==> config.mk <==
export PLATFORM = sky130hd
export DESIGN_NAME = id_inst_queue
export DESIGN_NICKNAME = d
export VERILOG_FILES = /design/src/rtl/id_inst_queue.sv
export SDC_FILE = /design/constraint.sdc
export NUM_CORES = 1
export LEC_CHECK = 0
export BUFFER_PORTS_ARGS = -buffer_cell sky130_fd_sc_hd__buf_2
export CAP_MARGIN = 20
export CORE_ASPECT_RATIO = 1.2
export CORE_MARGIN = 1
export CORE_UTILIZATION = 57
export DETAILED_ROUTE_END_ITERATION = 10
export GPL_TIMING_DRIVEN = 0
export PLACE_DENSITY = 0.79
export SYNTH_ARGS = -nofsm -noshare
export SYNTH_HDL_FRONTEND = slang
export SYNTH_SLANG_ARGS = --single-unit
==> constraint.sdc <==
create_clock -name clk -period 3.3 [get_ports clk]
set_clock_uncertainty 0.2 [all_clocks]
set_input_delay 0.165 -clock clk [delete_from_list [all_inputs] [get_ports clk]]
set_output_delay 0.165 -clock clk [all_outputs]
set_load 0.05 [all_outputs]
==> src/rtl/id_inst_queue.sv <==
// IF->ID instruction queue: pairs each fetch PC with its synchronous SRAM word in a DEPTH-entry FIFO.
// Optional macro ID_IQ_BYPASS_EN forwards a fetch straight to decode when the queue is empty.
module id_inst_queue #(
  parameter int  DEPTH  = 4,
  parameter int  PC_W   = 32,
  parameter int  INST_W = 32,
  localparam int PTR_W  = $clog2(DEPTH)
) (
  input  logic              clk,
  input  logic              rst,
  input  logic              flush,
  input  logic              if_valid,
  input  logic [PC_W-1:0]   if_pc,
  input  logic [INST_W-1:0] inst_sram_rdata,
  output logic              if_stallreq,
  input  logic              id_ready,
  output logic              id_valid,
  output logic [PC_W-1:0]   id_pc,
  output logic [INST_W-1:0] id_inst,
  output logic [PTR_W:0]    count,
  output logic              overflow
);

  logic [PC_W-1:0]   mem_pc   [DEPTH];
  logic [INST_W-1:0] mem_inst [DEPTH];
  logic [PTR_W-1:0]  rd_ptr, wr_ptr;
  logic              full, head_valid;
  logic              pop, push, wr_en, rd_en;

  assign full        = (count == (PTR_W+1)'(DEPTH));
  assign head_valid  = (count != '0);
  // One slot of margin: a fetch issued while stalling still lands a cycle later.
  assign if_stallreq = (count >= (PTR_W+1)'(DEPTH-1));

  always_comb begin
    id_valid = head_valid;
    id_pc    = head_valid ? mem_pc[rd_ptr]   : '0;
    id_inst  = head_valid ? mem_inst[rd_ptr] : '0;
`ifdef ID_IQ_BYPASS_EN
    if (!head_valid && if_valid && !flush) begin
      id_valid = 1'b1;
      id_pc    = if_pc;
      id_inst  = inst_sram_rdata;
    end
`endif
  end

  assign pop  = id_valid & id_ready & ~flush;
  assign push = if_valid & ~flush & (~full | pop);

`ifdef ID_IQ_BYPASS_EN
  // A bypassed word taken by decode the same cycle never touches storage.
  logic bypass_take;
  assign bypass_take = ~head_valid & if_valid & ~flush & id_ready;
  assign wr_en = push & ~bypass_take;
  assign rd_en = pop  & ~bypass_take;
`else
  assign wr_en = push;
  assign rd_en = pop;
`endif

  always_ff @(posedge clk) begin
    if (wr_en) begin
      mem_pc[wr_ptr]   <= if_pc;
      mem_inst[wr_ptr] <= inst_sram_rdata;
    end
  end

  always_ff @(posedge clk) begin
    if (rst) begin
      rd_ptr   <= '0;
      wr_ptr   <= '0;
      count    <= '0;
      overflow <= 1'b0;
    end else begin
      if (if_valid && !flush && full && !pop)
        overflow <= 1'b1;
      if (flush) begin
        rd_ptr <= '0;
        wr_ptr <= '0;
        count  <= '0;
      end else begin
        if (wr_en) wr_ptr <= wr_ptr + PTR_W'(1);
        if (rd_en) rd_ptr <= rd_ptr + PTR_W'(1);
        case ({wr_en, rd_en})
          2'b10:   count <= count + (PTR_W+1)'(1);
          2'b01:   count <= count - (PTR_W+1)'(1);
          default: count <= count;
        endcase
      end
    end
  end

endmodule
==> impl_results.md, run 1 <==
* Placed Cells at between 800 and 900
* Status: finished, final reports clean
* RSZ-0062 raised after global routing: no
* Via count at ~5,200
* Cts bufs inserted at 25
* DP HPWL at roughly 11 mm
* DRC at 0
* Worst VDD drop at 0.568 mV
* Clk slew on worst S/H paths at approximately 0.060 ns
* TNS Setup at 0 ns
* CTS tree: built
* CTS max path bufs at 3
* Clock Tree Root: clkbuf_16
* Leak at between 0.004 and 0.005 µW
* Total die area at approximately 18,000 µm²
* Wirelength per Cell at between 20 and 25 µm
* 1st-pass router iterations at 5
* Worst-path fanout max at 10
* WP data arrival at between 2 and 3 ns
* Vias/cell at approximately 5.6
* Vias in the first global route at approximately 5,600
* CP endpoint kind: output pin
* First-pass GRT wire length at between 30 and 40 mm
* Worst-Margin Slew at between 0.6 and 0.7 ns
* Input/output buffers at 138
* Commonest non-fill, non-tap cell in the layout: edfxtp_1
* Largest net degree at the start of global routing at 34
* Final wirelength at 19.6 mm
* Final Non-Filler Cells at 943
* Cell variety after synth at 34
* Number of flops mapped to enable cells by yosys at 256
* YS warnings at 0
* Most used DFF post-synth: edfxtp_1
* Critical path launch point type: flip-flop
* Reg2reg path depth at 8
* Rows at 53
* Max Cap Viol at 0
* Kind of critical path: flip-flop to output pin
* Worst Path Required at about 2.9 ns
* Post-CTS sizing at 0
* Clk_lat worst skew at approximately 0.50 ns
* Area contributors post-synth: edfxtp_1 75%, mux4_2 14%, and2_1 4.2%
* Die Ht at around 150 µm
* Fin crit share at between 80% and 90%
* PD cells at around 540 nW/µm²
* Slew headroom at 56.5%
* GR Overflow Total at 0
* Final hold vios at 0
* Minimum clock period at 2.90 ns
* Die Width at approximately 120 µm
* Post-synth top area cell: edfxtp_1
* Antenna fix cells at 0
* RePlAce Congestion at between 0.7 and 0.8
* Number of DRC markers in iteration 0 at approximately 360
* Seq/Total Area, Yosys at roughly 77%
* Net Count, Synth at ~540
* Cells after Synth at roughly 470
* Hold Crit Class: input pin to flip-flop
* Commonest non-fill, non-tap cells in the layout: 256 x edfxtp_1, 140 x buf_2, 68 x dlygate4sd3_1
* Synth Cell Area at between 10,000 and 15,000 µm²
* Post-layout nets at between 700 and 800
* Hold depth at 4
* Synthesis-to-layout area growth at 24.5%
* Max Slew Vio Count at 0
* Hold slack final at about 0.023 ns
* Total GRT Usage at about a fifth
* Effective utilization at floorplan at just under 60%
* Clk sink count at approximately 270
* Setup violators final at 0
* Max Clock Freq at ~350 MHz
* Ports at about 140
* Yosys top cell area share at between 70 and 80%
* Core region area at 17,600 µm²
* Synthesized area per cell at between 20 and 25 µm²
* Post-DRT Antenna Nets at 0
* Share of layout cells above drive strength 1 at between 30% and 40%
* Synth Register Bits at 266
* Initial antenna violation count at 0
* Fraction of registers with async set/reset at 0%
* CTS H-tree lvls at 1
-- worst paths after layout --
path                                from                     end  slack, ns
setup / recovery   count[1]$_SDFFE_PP0P_             id_inst[21]       0.40
hold / removal                  if_valid  wr_ptr[1]$_SDFFE_PP0P_       0.02
setup reg to reg   count[1]$_SDFFE_PP0P_   count[2]$_SDFFE_PP0P_       0.56
hold reg to reg   wr_ptr[1]$_SDFFE_PP0P_  wr_ptr[1]$_SDFFE_PP0P_       0.33
-- area by class of cell --
class,instances,area [µm²]
Buffer,23,119
Clock buffer,38,704
Clock inverter,8,65.1
Fill cell,1035,4830
Inverter,5,18.8
Multi-Input combinational cell,173,2220
Sequential cell,266,7890
Tap cell,220,275
Timing Repair Buffer,210,1450
-- timing repair --
| action | in CTS | in global routing |
|---|---|---|
| hold endpoints to repair | 260 | 0 |
| hold buffers | 68 | 0 |
| setup buffers | 0 | 0 |
-- per-layer routing --
layer / GRT usage [%] / up-vias / share of wire, %
met4: 6.14 / 0 / 1.5
met1: 25.8 / 2699 / 39
li1: - / 2359 / -
met2: 39.6 / 161 / 55
met5: 0 / - / 0
met3: 3.26 / 23 / 4.6
-- critical path: stages, from the launching register on --
cell and delay, ns:
dfxtp_1 0.48, or3_4 0.25, clkbuf_1 0.38, clkbuf_1 0.41
and2_1 0.23, buf_2 0.27
-- metrics by stage --
step	setup slack (ns)	area (µm²)	utilization [%]	power, µW
2_1_floorplan	0.595	10200	-	4090
3_5_place_dp	0.522	11300	64.3	4250
5_1_grt	0.199	12700	72.5	7130
3_3_place_gp	0.322	11200	63.8	4230
6_report	0.403	12700	72.5	6920
4_1_cts	0.323	12700	72.5	6960
-- state kept, by name, summed over array words and instances (netlist names), named ones only --
register,cells
count,3
mem_inst,128
mem_pc,128
overflow,1
rd_ptr,2
wr_ptr,2
-- kinds of logic after synthesis --
kind of cell | after synthesis | share of synthesized area, %
DFF | 266 | 77.1
and+or+nand+nor | 90 | 5.39
muxes | 64 | 14.1
buffers and inverters | 28 | 1.34
AOI/OAI and AO/OA | 9 | 1.01
xor gates and xnor gates | 5 | 0.428
adders and majority gates | 5 | 0.685
-- power breakdown --
part / switching (µW) / total, µW / internal [µW]
Sequential: 13.2 / 3770 / 3750
Combinational: 293 / 475 / 181
Clock: 1140 / 2680 / 1550
-- cell usage after synthesis (all sizes together), types with 2 or more instances --
library cell  instances
xnor2                 3
clkbuf               13
and2                 68
ha                    4
nor3                  2
mux4                 64
dfxtp                10
edfxtp              256
inv                   5
xor2                  2
or2                   2
a2111oi               2
buf                  10
nand2                 2
nor2                 10
Note: power is estimated with default switching activity, not from simulation.
==> run 2, diff against run 1 <==
--- a/config.mk
+++ b/config.mk
@@ -11,7 +11,7 @@
 export CORE_MARGIN = 1
 export CORE_UTILIZATION = 57
 export DETAILED_ROUTE_END_ITERATION = 10
-export GPL_TIMING_DRIVEN = 0
+export GPL_ROUTABILITY_DRIVEN = 0
 export PLACE_DENSITY = 0.79
 export SYNTH_ARGS = -nofsm -noshare
 export SYNTH_HDL_FRONTEND = slang
==> impl_results.md, run 2 (same netlist as run 1, synthesis figures left out) <==
* Status: finished, final reports clean
* Utilization after layout at 72.0%
* Reg power frac at a little over half
* Worst Path Required at 2.93 ns
* Clock power share at 38.4%
* Vias/cell at 5.66
* Total GRT Usage at a little over a fifth
* Cts bufs inserted at 25
* CP endpoint kind: output pin
* Via count at between 5,000 and 6,000
* Worst VDD drop at 0.416 mV
* Kind of critical path: flip-flop to output pin
* 1st-pass router iterations at 4
* Max Cap Viol at 0
* Hold Crit Class: input pin to flip-flop
* Die Ht at around 150 µm
* Dpl cell area at around 11,000 µm²
* Commonest non-fill, non-tap cells in the layout: 256 x edfxtp_1, 138 x buf_2, 70 x dlygate4sd3_1
* CTS max path bufs at 3
* Worst-path fanout max at 23
* Die Width at 124 µm
* Share of layout cells above drive strength 1 at around 36%
* CTS H-tree lvls at 1
* Initial antenna violation count at 0
* Ports at around 140
* Slowest CP cell: dfxtp_4
* Clk slew on worst S/H paths at roughly 0.06 ns
* PD cells at 543 nW/µm²
* Max Clock Freq at 358 MHz
* Leak at roughly 0.0044 µW
* WP data arrival at 2.43 ns
* DP Worst Slack at roughly 0.8 ns
* Crit-path max cell delay at around 0.66 ns
* Setup violators final at 0
* Post-DRT Antenna Nets at 0
* TNS Setup at 0 ns
* Post-layout nets at between 700 and 800
* Top layer in use: met4
* Fin crit share at about 85%
* DRC at 0
* Power Internal at about 5400 µW
* Total die area at around 18,000 µm²
* Largest regs: mem_inst x128, mem_pc x128, count x3
* Worst-Margin Slew at 1.00 ns
* Crit-path cells: buf_4, mux4_2, and2_1, buf_2
* Number of DRC markers in iteration 0 at between 300 and 400
* Met2 WL at roughly 10 mm
* Final hold vios at 0
* Antenna fix cells at 0
* Psw at roughly 1400 µW
* Fin worst setup slack at approximately 0.50 ns
* Met1 WL at around 7.6 mm
* Commonest non-fill, non-tap cell in the layout: edfxtp_1
* RSZ-0062 raised after global routing: no
* Minimum clock period at ~2.8 ns
* Max Slew Vio Count at 0
* Largest net degree at the start of global routing at 69
* Effective utilization at floorplan at ~58%
* Final wirelength at 19.3 mm
* Final instance area at between 10,000 and 15,000 µm²
* Switching Fraction at a little over a fifth
* GR Overflow Total at 0
* Vias in the first global route at around 5,500
* Core region area at roughly 18,000 µm²
* Clock Tree Root: clkbuf_16
* Synthesis-to-layout area growth at 23.7%
* Critical path launch point type: flip-flop
* Wirelength per Cell at ~21 µm
* Clk_lat worst skew at 0.50 ns
* Clk sink count at between 200 and 300
* Met3 routed WL at 979 µm
* DP HPWL at 10.8 mm
* First-pass GRT wire length at approximately 30 mm
* Slew headroom at between 30% and 40%
* Post-CTS setup buffer count at 0
* CTS tree: built
* Comb power frac at ~6.7%
* Hold slack final at 0.0353 ns
* Input/output buffers at 138
* Rows at 53
## run 2: cell count changes in the layout (fill, tap and decap cells not counted), sizes merged
cell and change:
clkbuf -13, buf -5, dlygate4sd3 +2, bufinv -1, inv -1
## run 2: critical path, delay by kind of cell, from the launching register on
kind	cells	cell delay, ns
buffers and inverters	2	0.53
flip-flops	1	0.66
multiplexers	1	0.55
AND/OR/NAND/NOR	1	0.18
## run 2: power by group through the flow
stage          Clock (µW)  Sequential, µW  Combinational, µW
3_3_place_gp            0            3830                387
3_5_place_dp            0            3840                399
4_1_cts              2680            3770                464
5_1_grt              2800            3770                492
2_1_floorplan           0            3840                255
6_report             2640            3770                463
## run 2: repair_timing
action | 4_1_cts | 5_1_grt
endpoints found under the hold margin | 266 | 0
hold buffers | 70 | 0
resized for setup | 0 | 0
## run 2: worst paths after layout
check                                            start                      to  slack (ns)  cells after the start
worst max-delay path                         flip-flop             id_inst[31]        0.50                      4
worst min-delay path                          if_valid   count[1]$_SDFFE_PP0P_        0.04                      4
worst max register to register   count[2]$_SDFFE_PP0P_  wr_ptr[1]$_SDFFE_PP0P_        0.64                      5
worst min register to register  rd_ptr[1]$_SDFFE_PP0P_               flip-flop        0.33                      2
## run 2: metrics by stage
step                      total power (µW)  std cells
after global placement                4220        811
final                                 6870        925
after CTS                             6910        925
after detailed placement              4240        811
after global routing                  7060        925
after floorplan                       4090        467
## run 2: layout make-up
class | instances | area, µm²
repair buffers | 217 | 1500
clock inverters | 6 | 26.3
clock buffers | 38 | 727
flip-flops and latches | 266 | 7900
inverters | 5 | 18.8
multi-input cells | 173 | 2220
well taps | 220 | 275
fillers | 1021 | 4910
## run 2: per-layer routing
layer / global-route usage (%) / vias to the layer above
met5: 0 / -
met1: 27.3 / 2668
met4: 7.89 / 0
met2: 37.8 / 195
li1: - / 2330
met3: 3.12 / 46
